$ cat config.mk
export PLATFORM = sky130hd
export DESIGN_NAME = alu_dispatch
export DESIGN_NICKNAME = d
export VERILOG_FILES = /design/src/rtl/alu_dispatch.sv
export SDC_FILE = /design/constraint.sdc
export NUM_CORES = 1
export LEC_CHECK = 0
export ABC_CLOCK_PERIOD_IN_PS = 3100
export BUFFER_PORTS_ARGS = -buffer_cell sky130_fd_sc_hd__buf_4
export CAP_MARGIN = 0
export CORE_MARGIN = 4
export CORE_UTILIZATION = 55
export CTS_BUF_LIST = sky130_fd_sc_hd__clkbuf_8
export DETAILED_ROUTE_END_ITERATION = 10
export PLACE_DENSITY = 0.75
export SLEW_MARGIN = 0
export SYNTH_ARGS = -nofsm -noshare
export SYNTH_HDL_FRONTEND = slang
export SYNTH_SLANG_ARGS = --single-unit
$ cat constraint.sdc
create_clock -name clk -period 3.1 [get_ports clk]
set_input_delay 0.62 -clock clk [delete_from_list [all_inputs] [get_ports clk]]
set_output_delay 0.62 -clock clk [all_outputs]
set_load 0.02 [all_outputs]
$ cat src/rtl/alu_dispatch.sv
// alu_dispatch: issue/writeback stage wrapped around a registered ALU.
// One instruction in flight; operands come from an internal 8 x DW register file.
module alu_dispatch #(
   parameter int DW      = 32,
   parameter int ALU_LAT = 1
) (
   input  logic          clk,
   input  logic          rst,
   input  logic          instr_valid,
   input  logic [15:0]   instr,
   output logic          instr_ready,
   output logic [31:0]   operate_select,
   output logic [DW-1:0] operate_a,
   output logic [DW-1:0] operate_b,
   input  logic [DW-1:0] alu_result,
   output logic          wb_valid,
   output logic [2:0]    wb_addr,
   output logic [DW-1:0] wb_data,
   output logic          zero,
   output logic          err,
   input  logic [2:0]    dbg_addr,
   output logic [DW-1:0] dbg_data
);

   typedef enum logic [2:0] {
      IDLE,
      ISSUE,
      WAIT,
      LOADI,
      ERR
   } state_t;

   state_t        state;
   state_t        state_nx;
   logic [2:0]    cnt;
   logic [2:0]    rd_q;
   logic [8:0]    imm_q;
   logic [DW-1:0] rf [8];
   logic [3:0]    op;
   logic          xfer;
   logic          wr_en;
   logic [DW-1:0] imm_ext;
   logic [DW-1:0] wr_data;

   assign op       = instr[15:12];
   assign xfer     = instr_valid && instr_ready && (state == IDLE);
   assign imm_ext  = {{(DW-9){imm_q[8]}}, imm_q};
   assign dbg_data = rf[dbg_addr];
   assign wr_en    = (state == LOADI) ||
                     ((state == WAIT) && (cnt == 3'd1));
   assign wr_data  = (state == LOADI) ? imm_ext : alu_result;

   // Next state: decode the opcode on transfer, single-cycle hops otherwise.
   always_comb begin
      state_nx = state;
      unique case (state)
         IDLE: begin
            if (xfer) begin
               unique case (1'b1)
                  !op[3]:        state_nx = ISSUE;
                  (op == 4'd8):  state_nx = LOADI;
                  default:       state_nx = ERR;
               endcase
            end
         end
         ISSUE:   state_nx = WAIT;
         WAIT:    if (cnt == 3'd1) state_nx = IDLE;
         LOADI:   state_nx = IDLE;
         ERR:     state_nx = IDLE;
         default: state_nx = IDLE;
      endcase
   end

   // Control, ALU operand drive and writeback status registers.
   always_ff @(posedge clk) begin
      if (!rst) begin
         state          <= IDLE;
         instr_ready    <= 1'b0;
         cnt            <= '0;
         rd_q           <= '0;
         imm_q          <= '0;
         operate_select <= '0;
         operate_a      <= '0;
         operate_b      <= '0;
         wb_valid       <= 1'b0;
         wb_addr        <= '0;
         wb_data        <= '0;
         zero           <= 1'b0;
         err            <= 1'b0;
      end else begin
         state       <= state_nx;
         instr_ready <= (state_nx == IDLE);
         wb_valid    <= wr_en;
         err         <= xfer && (state_nx == ERR);
         if (xfer) begin
            rd_q  <= instr[11:9];
            imm_q <= instr[8:0];
         end
         if (xfer && (state_nx == ISSUE)) begin
            operate_select <= {28'd0, op};
            operate_a      <= rf[instr[8:6]];
            operate_b      <= rf[instr[5:3]];
         end else if ((state_nx != ISSUE) && (state_nx != WAIT)) begin
            operate_select <= '0;
            operate_a      <= '0;
            operate_b      <= '0;
         end
         if (state == ISSUE) begin
            cnt <= 3'(ALU_LAT);
         end else if (state == WAIT) begin
            cnt <= cnt - 3'd1;
         end
         if (wr_en) begin
            wb_addr <= rd_q;
            wb_data <= wr_data;
            zero    <= (wr_data == '0);
         end
      end
   end

   // Register file; entry 0 is never written so it always reads zero.
   always_ff @(posedge clk) begin
      if (!rst) begin
         for (int i = 0; i < 8; i++) begin
            rf[i] <= '0;
         end
      end else if (wr_en && (rd_q != 3'd0)) begin
         rf[rd_q] <= wr_data;
      end
   end

endmodule

==> results.tsv, run 1 <==
stage	metric	value	unit
power_and_ir_drop	ir_worst_vdd	0.000319	V
logic_synthesis	ys.flop_type	edfxtp_1	
placement	dpl.hpwl	35.6	mm
clock_network	cts_repair_resize_count	0	
power_and_ir_drop	p_leak	8.65	nW
power_and_ir_drop	p_int	0.00865	W
grt	grtUsageTotal	28.9	%
grt	grt_pass1_wl	87.0	mm
sta	setup_viol	0	
die	core	0.0364	mm^2
hold_path	hp-class	primary input to flop	
drt	antenna_left	0	
worst_setup_path	critPathMaxFanout	26	
power_and_ir_drop	switching_power	0.00291	W
clock_network	cts_sinks	381	
run	cap_violations	0	
drt	wl_per_cell	25.6	um
sta	setup_tns	0	ns
drt	wl_met1	22.1	mm
final_layout	seqCellArea	0.0102	mm^2
sta	slew_headroom	40.4	%
die	chipHeight	200	um
worst_setup_path	path_cells	buf_4 > buf_12 > mux4_2 > mux2_2 > buf_4	
final_layout	nFillCells	2743	
sta	maxSlewViolCount	0	
drt	drt_iter0_drc	1453	
grt	globalRouteOverflowTotal	0	
final_layout	layout-drive-gt1-share	33.9	%
logic_synthesis	synth-warning-count	0	
drt	wl_met2	28.2	mm
die	start_util	55.6	%
sta	rsz0062_at_grt	no	
logic_synthesis	synth.avg_cell_area	13.1	um^2
worst_setup_path	critical_path.top_delay_family	multiplexers	
logic_synthesis	netlist_area	0.0203	mm^2
placement	gp_congestion	0.835	
die	rows	70	
logic_synthesis	ys_types	47	
power_and_ir_drop	seq_power_share	49.5	%
clock_network	cts_made_buffers	61	
clock_network	ctsLongestPathBuffers	3	
clock_network	clk_latency	0.62	ns
worst_setup_path	critPathKind	primary input to output pin	
placement	port_buffers	192	
logic_synthesis	synthArstFlopShare	0	%
grt	grt_pass1_vias	14447	
sta	worst_slack	0.329	ns
drt	top_layer_used	met4	
power_and_ir_drop	combPwrFrac	12.9	%
clock_network	cts_setup_buffers	0	
sta	final_hold_viol_count	0	
logic_synthesis	netlist_instances	1543	
worst_setup_path	cpMostUsedCell	buf_4	
drt	via_per_inst	6.32	
worst_setup_path	worstPathArrival	2.15	ns
final_layout	final_common_cell	nor2_1	
drt	num_vias	14264	
die	die-area	0.0400	mm^2
power_and_ir_drop	p_per_area	494	mW/mm^2
clock_network	cts.clk_slew.worst_paths	0.07	ns
clock_network	cts_tree	yes	
die	boundaryPins	221	
clock_network	hold_buffers	0	
final_layout	final_cell_mix	337 x nor2_1, 256 x edfxtp_1, 231 x buf_4	
sta	fin_skew	0.0306	ns
worst_setup_path	start_kind	primary input	
worst_setup_path	path_buf_inv	3	
clock_network	htreeDepth	2	
final_layout	final_nets	1796	
drt	wl	57.8	mm
logic_synthesis	synth_edf_count	256	
worst_setup_path	slowest_stage	mux4_2	
drt	wl_met3	5.59	mm
sta	final.min_clock_period	2.77	ns
final_layout	multi_input_area	0.00911	mm^2
power_and_ir_drop	clockPowerShare	37.6	%
logic_synthesis	ys_ff_latch	381	
sta	fmax	361	MHz
die	die_width	200	um
final_layout	area_growth	15.6	%
logic_synthesis	ys_seq_area_share	50.3	%
status	status	complete, no violations	
power_and_ir_drop	switching_share	25.2	%
placement	post-place-ws	0.308	ns
grt	antenna_found_initial	2	
worst_setup_path	cp.required	2.48	ns
sta	worstMarginPinSlew	0.893	ns
worst_setup_path	slowest_delay	0.53	ns
worst_setup_path	endpoint_kind	output pin	
clock_network	clock-root-buffer	clkbuf_8	
grt	grt_max_degree	83	
drt	drtPass1Iterations	5	
drt	route.detailed.drc	0	
sta	period_share	89.4	%
worst paths after layout:
check / start / to / slack, ns / cells past startpoint
setup / recovery: dbg_addr[0] / dbg_data[22] / 0.33 / 5
hold / removal: instr[2] / imm_q[2] / 0.25 / 3
setup reg to reg: cnt[0] / rf[6][11] / 0.68 / 6
hold reg to reg: wb_addr[0] / wb_addr[0] / 0.46 / 2
layer usage:
metal | track usage, % | vias to the layer above
li1 | - | 6122
met1 | 38.9 | 7185
met2 | 47.7 | 815
met3 | 6.13 | 142
met4 | 9.33 | 0
met5 | 0 | -
power groups by stage:
| stage | Sequential, W | Combinational (W) | Clock [W] |
|---|---|---|---|
| 2_1_floorplan | 0.00580 | 0.00102 | 0 |
| 3_3_place_gp | 0.00581 | 0.00146 | 0 |
| 3_5_place_dp | 0.00583 | 0.00149 | 0 |
| 4_1_cts | 0.00572 | 0.00149 | 0.00441 |
| 5_1_grt | 0.00574 | 0.00159 | 0.00466 |
| 6_report | 0.00572 | 0.00149 | 0.00435 |
stage by stage:
stage | instance area (um^2) | util [%] | total power (W) | cells | hold WS (ns)
after floorplan | 20500 | - | 0.00682 | 1602 | 0.472
after global placement | 22200 | 60.9 | 0.00727 | 2145 | 0.446
after detailed placement | 22200 | 60.9 | 0.00731 | 2145 | 0.450
after CTS | 23400 | 64.3 | 0.0116 | 2256 | 0.211
after global routing | 23400 | 64.3 | 0.0120 | 2258 | 0.259
final | 23400 | 64.3 | 0.0116 | 2258 | 0.250
kinds of logic (layout without fill, tap and decap cells):
| group | count (synthesis) | in the layout | share of synthesized area, % |
|---|---|---|---|
| DFF | 381 | 381 | 50.3 |
| AOI/OAI and AO/OA | 209 | 209 | 8.26 |
| buffers and inverters | 244 | 430 | 5.83 |
| other | 1 | 62 | 0.0185 |
| muxes | 309 | 309 | 27.5 |
| adders and majority gates | 2 | 2 | 0.124 |
| and+or+nand+nor | 397 | 397 | 7.98 |
area by class of cell:
type                    instances  area share, %
clock inverters                41           1.13
clock buffers                  70           4.11
well taps                     468           2.50
diodes                          2         0.0214
flip-flops and latches        381           43.5
multi-input cells             977           38.9
repair buffers                245           8.60
inverters                      74           1.19
worst reg2reg max path: cells and delay by family, from the launching register on:
kind | cells | cell delay (ns)
fa+ha+maj | 1 | 0.16
simple gates | 3 | 0.89
buf+inv | 1 | 0.37
compound gates | 1 | 0.24
flops | 1 | 0.39
synth_stat cells (all sizes together) (4+ instances only):
master | n | area (um^2)
nor4 | 7 | 50.1
inv | 73 | 274
mux2i | 84 | 868
nand2 | 16 | 60.1
dfxtp | 125 | 2500
clkbuf | 68 | 255
buf | 102 | 648
nand3 | 8 | 45.0
a211oi | 99 | 843
mux2 | 33 | 372
nor2 | 337 | 1260
and3 | 7 | 43.8
o21a | 69 | 518
a21oi | 32 | 235
nor3 | 4 | 20.0
or3 | 4 | 25.0
edfxtp | 256 | 7690
mux4 | 192 | 4320
state kept, by name, summed over array words and instances (netlist names):
register        flops
rf                256
state               3
wb_data            32
wb_valid            1
err                 1
operate_select      4
operate_b          32
cnt                 3
instr_ready         1
wb_addr             3
operate_a          32
imm_q               9
zero                1
rd_q                3
No activity file was read; power rests on OpenSTA's default activity.
==> run 2: changes to the inputs <==
--- a/config.mk
+++ b/config.mk
@@ -10,10 +10,11 @@
 export CAP_MARGIN = 0
 export CORE_MARGIN = 4
 export CORE_UTILIZATION = 55
-export CTS_BUF_LIST = sky130_fd_sc_hd__clkbuf_8
+export CTS_BUF_LIST = sky130_fd_sc_hd__clkbuf_16
 export DETAILED_ROUTE_END_ITERATION = 10
 export PLACE_DENSITY = 0.75
 export SLEW_MARGIN = 0
 export SYNTH_ARGS = -nofsm -noshare
 export SYNTH_HDL_FRONTEND = slang
 export SYNTH_SLANG_ARGS = --single-unit
+export TNS_END_PERCENT = 100
==> run 2 against run 1 <==
Die area unchanged. Global-route usage rose by 0.22 points. Sequential cell count unchanged. Total power rose by 2.7%. Sequential power is essentially flat. Sequential share of layout area down 0.074 points. First-iteration DRC count grew 9.3%. Clock power grew 6.9%. Worst hold slack improved by 0.075 ns. Largest power group unchanged. Critical path depth unchanged. Via count shrank 0.39%. Setup slack worse by 0.016 ns.
==> results.tsv, run 2 (synthesis gave the netlist of run 1 again) <==
stage	metric	value	unit	change
worst_setup_path	cp.required	2.48	ns	about the same
power_and_ir_drop	switching_share	24.9	%	-0.26 points
drt	antenna_left	0		unchanged
clock_network	cts_sinks	381		unchanged
power_and_ir_drop	p_leak	8.62	nW	-0.35%
clock_network	cts_repair_resize_count	0		unchanged
die	die_width	200	um	unchanged
die	boundaryPins	221		unchanged
final_layout	area_growth	15.8	%	
worst_setup_path	endpoint_kind	output pin		
final_layout	utilization	64.4	%	+0.11 points
final_layout	nFillCells	2743		unchanged
sta	fmax	359	MHz	-0.57%
power_and_ir_drop	clockPowerShare	39.2	%	+1.6 points
sta	final_hold_viol_count	0		unchanged
final_layout	largest_register	rf		
hold_path	hp-class	primary input to flop		
die	chipHeight	200	um	unchanged
worst_setup_path	start_kind	primary input		
worst_setup_path	path_cells	buf_4 > buf_12 > mux4_2 > mux2_2 > buf_4		
grt	grt_pass1_wl	87.4	mm	+0.50%
clock_network	cts_setup_buffers	0		unchanged
drt	via_per_inst	6.39		+1.2%
die	core	0.0364	mm^2	unchanged
sta	final.min_clock_period	2.79	ns	+0.0159 ns
final_layout	final_common_cell	nor2_1		
power_and_ir_drop	switching_power	0.00296	W	+1.6%
sta	whs	0.325	ns	+0.0752 ns
grt	globalRouteOverflowTotal	0		unchanged
drt	wl	58.2	mm	+0.80%
drt	num_vias	14208		-0.39%
drt	route.detailed.drc	0		unchanged
worst_setup_path	worstPathArrival	2.17	ns	+0.02 ns
placement	dpl.hpwl	35.6	mm	unchanged
die	rows	70		unchanged
final_layout	largest_reg_flops	256		unchanged
clock_network	htreeDepth	2		unchanged
status	status	complete, no violations		
drt	drt_iter0_drc	1588		+9.3%
grt	grt_pass1_vias	14325		-0.84%
sta	fin_skew	0.0186	ns	-0.0120 ns
power_and_ir_drop	p_per_area	506	mW/mm^2	+2.5%
run	cap_violations	0		unchanged
final_layout	final_cell_mix	337 x nor2_1, 256 x edfxtp_1, 231 x buf_4		
drt	wl_per_cell	26.2	um	+2.4%
clock_network	cts_made_buffers	42		-31%
clock_network	cts_tree	yes		
clock_network	hold_buffers	0		unchanged
sta	setup_tns	0	ns	unchanged
sta	period_share	89.9	%	+0.51 points
clock_network	clk_latency	0.55	ns	-0.07 ns
final_layout	layout-drive-gt1-share	33.2	%	-0.65 points
sta	worstMarginPinSlew	0.869	ns	-0.0246 ns
drt	drtPass1Iterations	5		unchanged
die	die-area	0.0400	mm^2	unchanged
final_layout	final_nets	1777		-1.1%
placement	port_buffers	192		unchanged
sta	setup_viol	0		unchanged
clock_network	clock-root-buffer	clkbuf_16		
worst_setup_path	slowest_stage	mux4_2		
sta	maxSlewViolCount	0		unchanged
sta	rsz0062_at_grt	no		
die	start_util	55.6	%	unchanged
grt	grtUsageTotal	29.1	%	+0.22 points
sta	slew_headroom	40.4	%	about the same
worst_setup_path	cpMostUsedCell	buf_4		
worst_setup_path	critPathKind	primary input to output pin		
clock_network	cts.clk_slew.worst_paths	0.06	ns	about the same
worst_setup_path	critPathMaxFanout	26		unchanged
power_and_ir_drop	seq_power_share	48.2	%	-1.3 points
power_and_ir_drop	ir_worst_vdd	0.000373	V	+17%
power_and_ir_drop	combPwrFrac	12.6	%	-0.3 points
grt	antenna_found_initial	1		-1
power_and_ir_drop	p_int	0.00891	W	+3.0%
placement	gp_congestion	0.835		unchanged
grt	grt_max_degree	83		unchanged
clock_network	ctsLongestPathBuffers	3		unchanged
worst_setup_path	slowest_delay	0.53	ns	about the same
[run 2: cell types whose count changed in the layout (fill, tap and decap cells not counted)]
cell / change
bufinv_16: -3
clkbuf_16: +44
clkbuf_8: -70
clkinv_1: -3
clkinv_2: +4
clkinvlp_4: +1
diode_2: -1
inv_1: -8
inv_6: +1
[run 2: worst paths after layout]
kind	depth (start not counted)	from	to	slack [ns]
hold / removal	3	instr[1]	imm_q[1]	0.33
setup reg to reg	6	cnt[0]	rf[6][27]	0.68
setup / recovery	5	dbg_addr[0]	dbg_data[22]	0.31
hold reg to reg	2	wb_addr[0]	wb_addr[0]	0.46
[run 2: routing by layer]
| metal | wire, um | track usage, % | part of all wire [%] |
|---|---|---|---|
| met5 | 0 | 0 | 0 |
| met4 | 1580 | 8.23 | 2.7 |
| met3 | 5950 | 6.26 | 10 |
| met2 | 28700 | 48.9 | 49 |
| met1 | 22000 | 38.9 | 38 |
[run 2: final cells by class]
class,instances,area (um^2),area share [%]
antenna,1,2.50,0.0107
sequential,381,10200,43.5
clock buffer,44,1100,4.69
timing repair buffer,245,2010,8.59
multi-input combinational,977,9110,38.8
tap,468,586,2.50
clock inverter,33,169,0.720
inverter,74,279,1.19
[run 2: power by group through the flow]
stage | registers [W] | clock network, W | logic [W]
after detailed placement | 0.00583 | 0 | 0.00149
final | 0.00573 | 0.00465 | 0.00149
after floorplan | 0.00580 | 0 | 0.00102
after CTS | 0.00572 | 0.00470 | 0.00149
after global routing | 0.00574 | 0.00494 | 0.00159
after global placement | 0.00581 | 0 | 0.00146
[run 2: through the flow]
| stage | cells | area (um^2) | setup WS [ns] | total power (W) |
|---|---|---|---|---|
| after global placement | 2145 | 22200 | 0.334 | 0.00727 |
| after global routing | 2223 | 23500 | 0.269 | 0.0123 |
| after detailed placement | 2145 | 22200 | 0.308 | 0.00731 |
| final | 2223 | 23500 | 0.313 | 0.0119 |
| after floorplan | 1602 | 20500 | 0.439 | 0.00682 |
| after CTS | 2222 | 23500 | 0.310 | 0.0119 |
[run 2: critical path, delay by kind of cell]
| kind | cells | cell delay (ns) |
|---|---|---|
| mux | 2 | 0.84 |
| buf+inv | 3 | 0.68 |
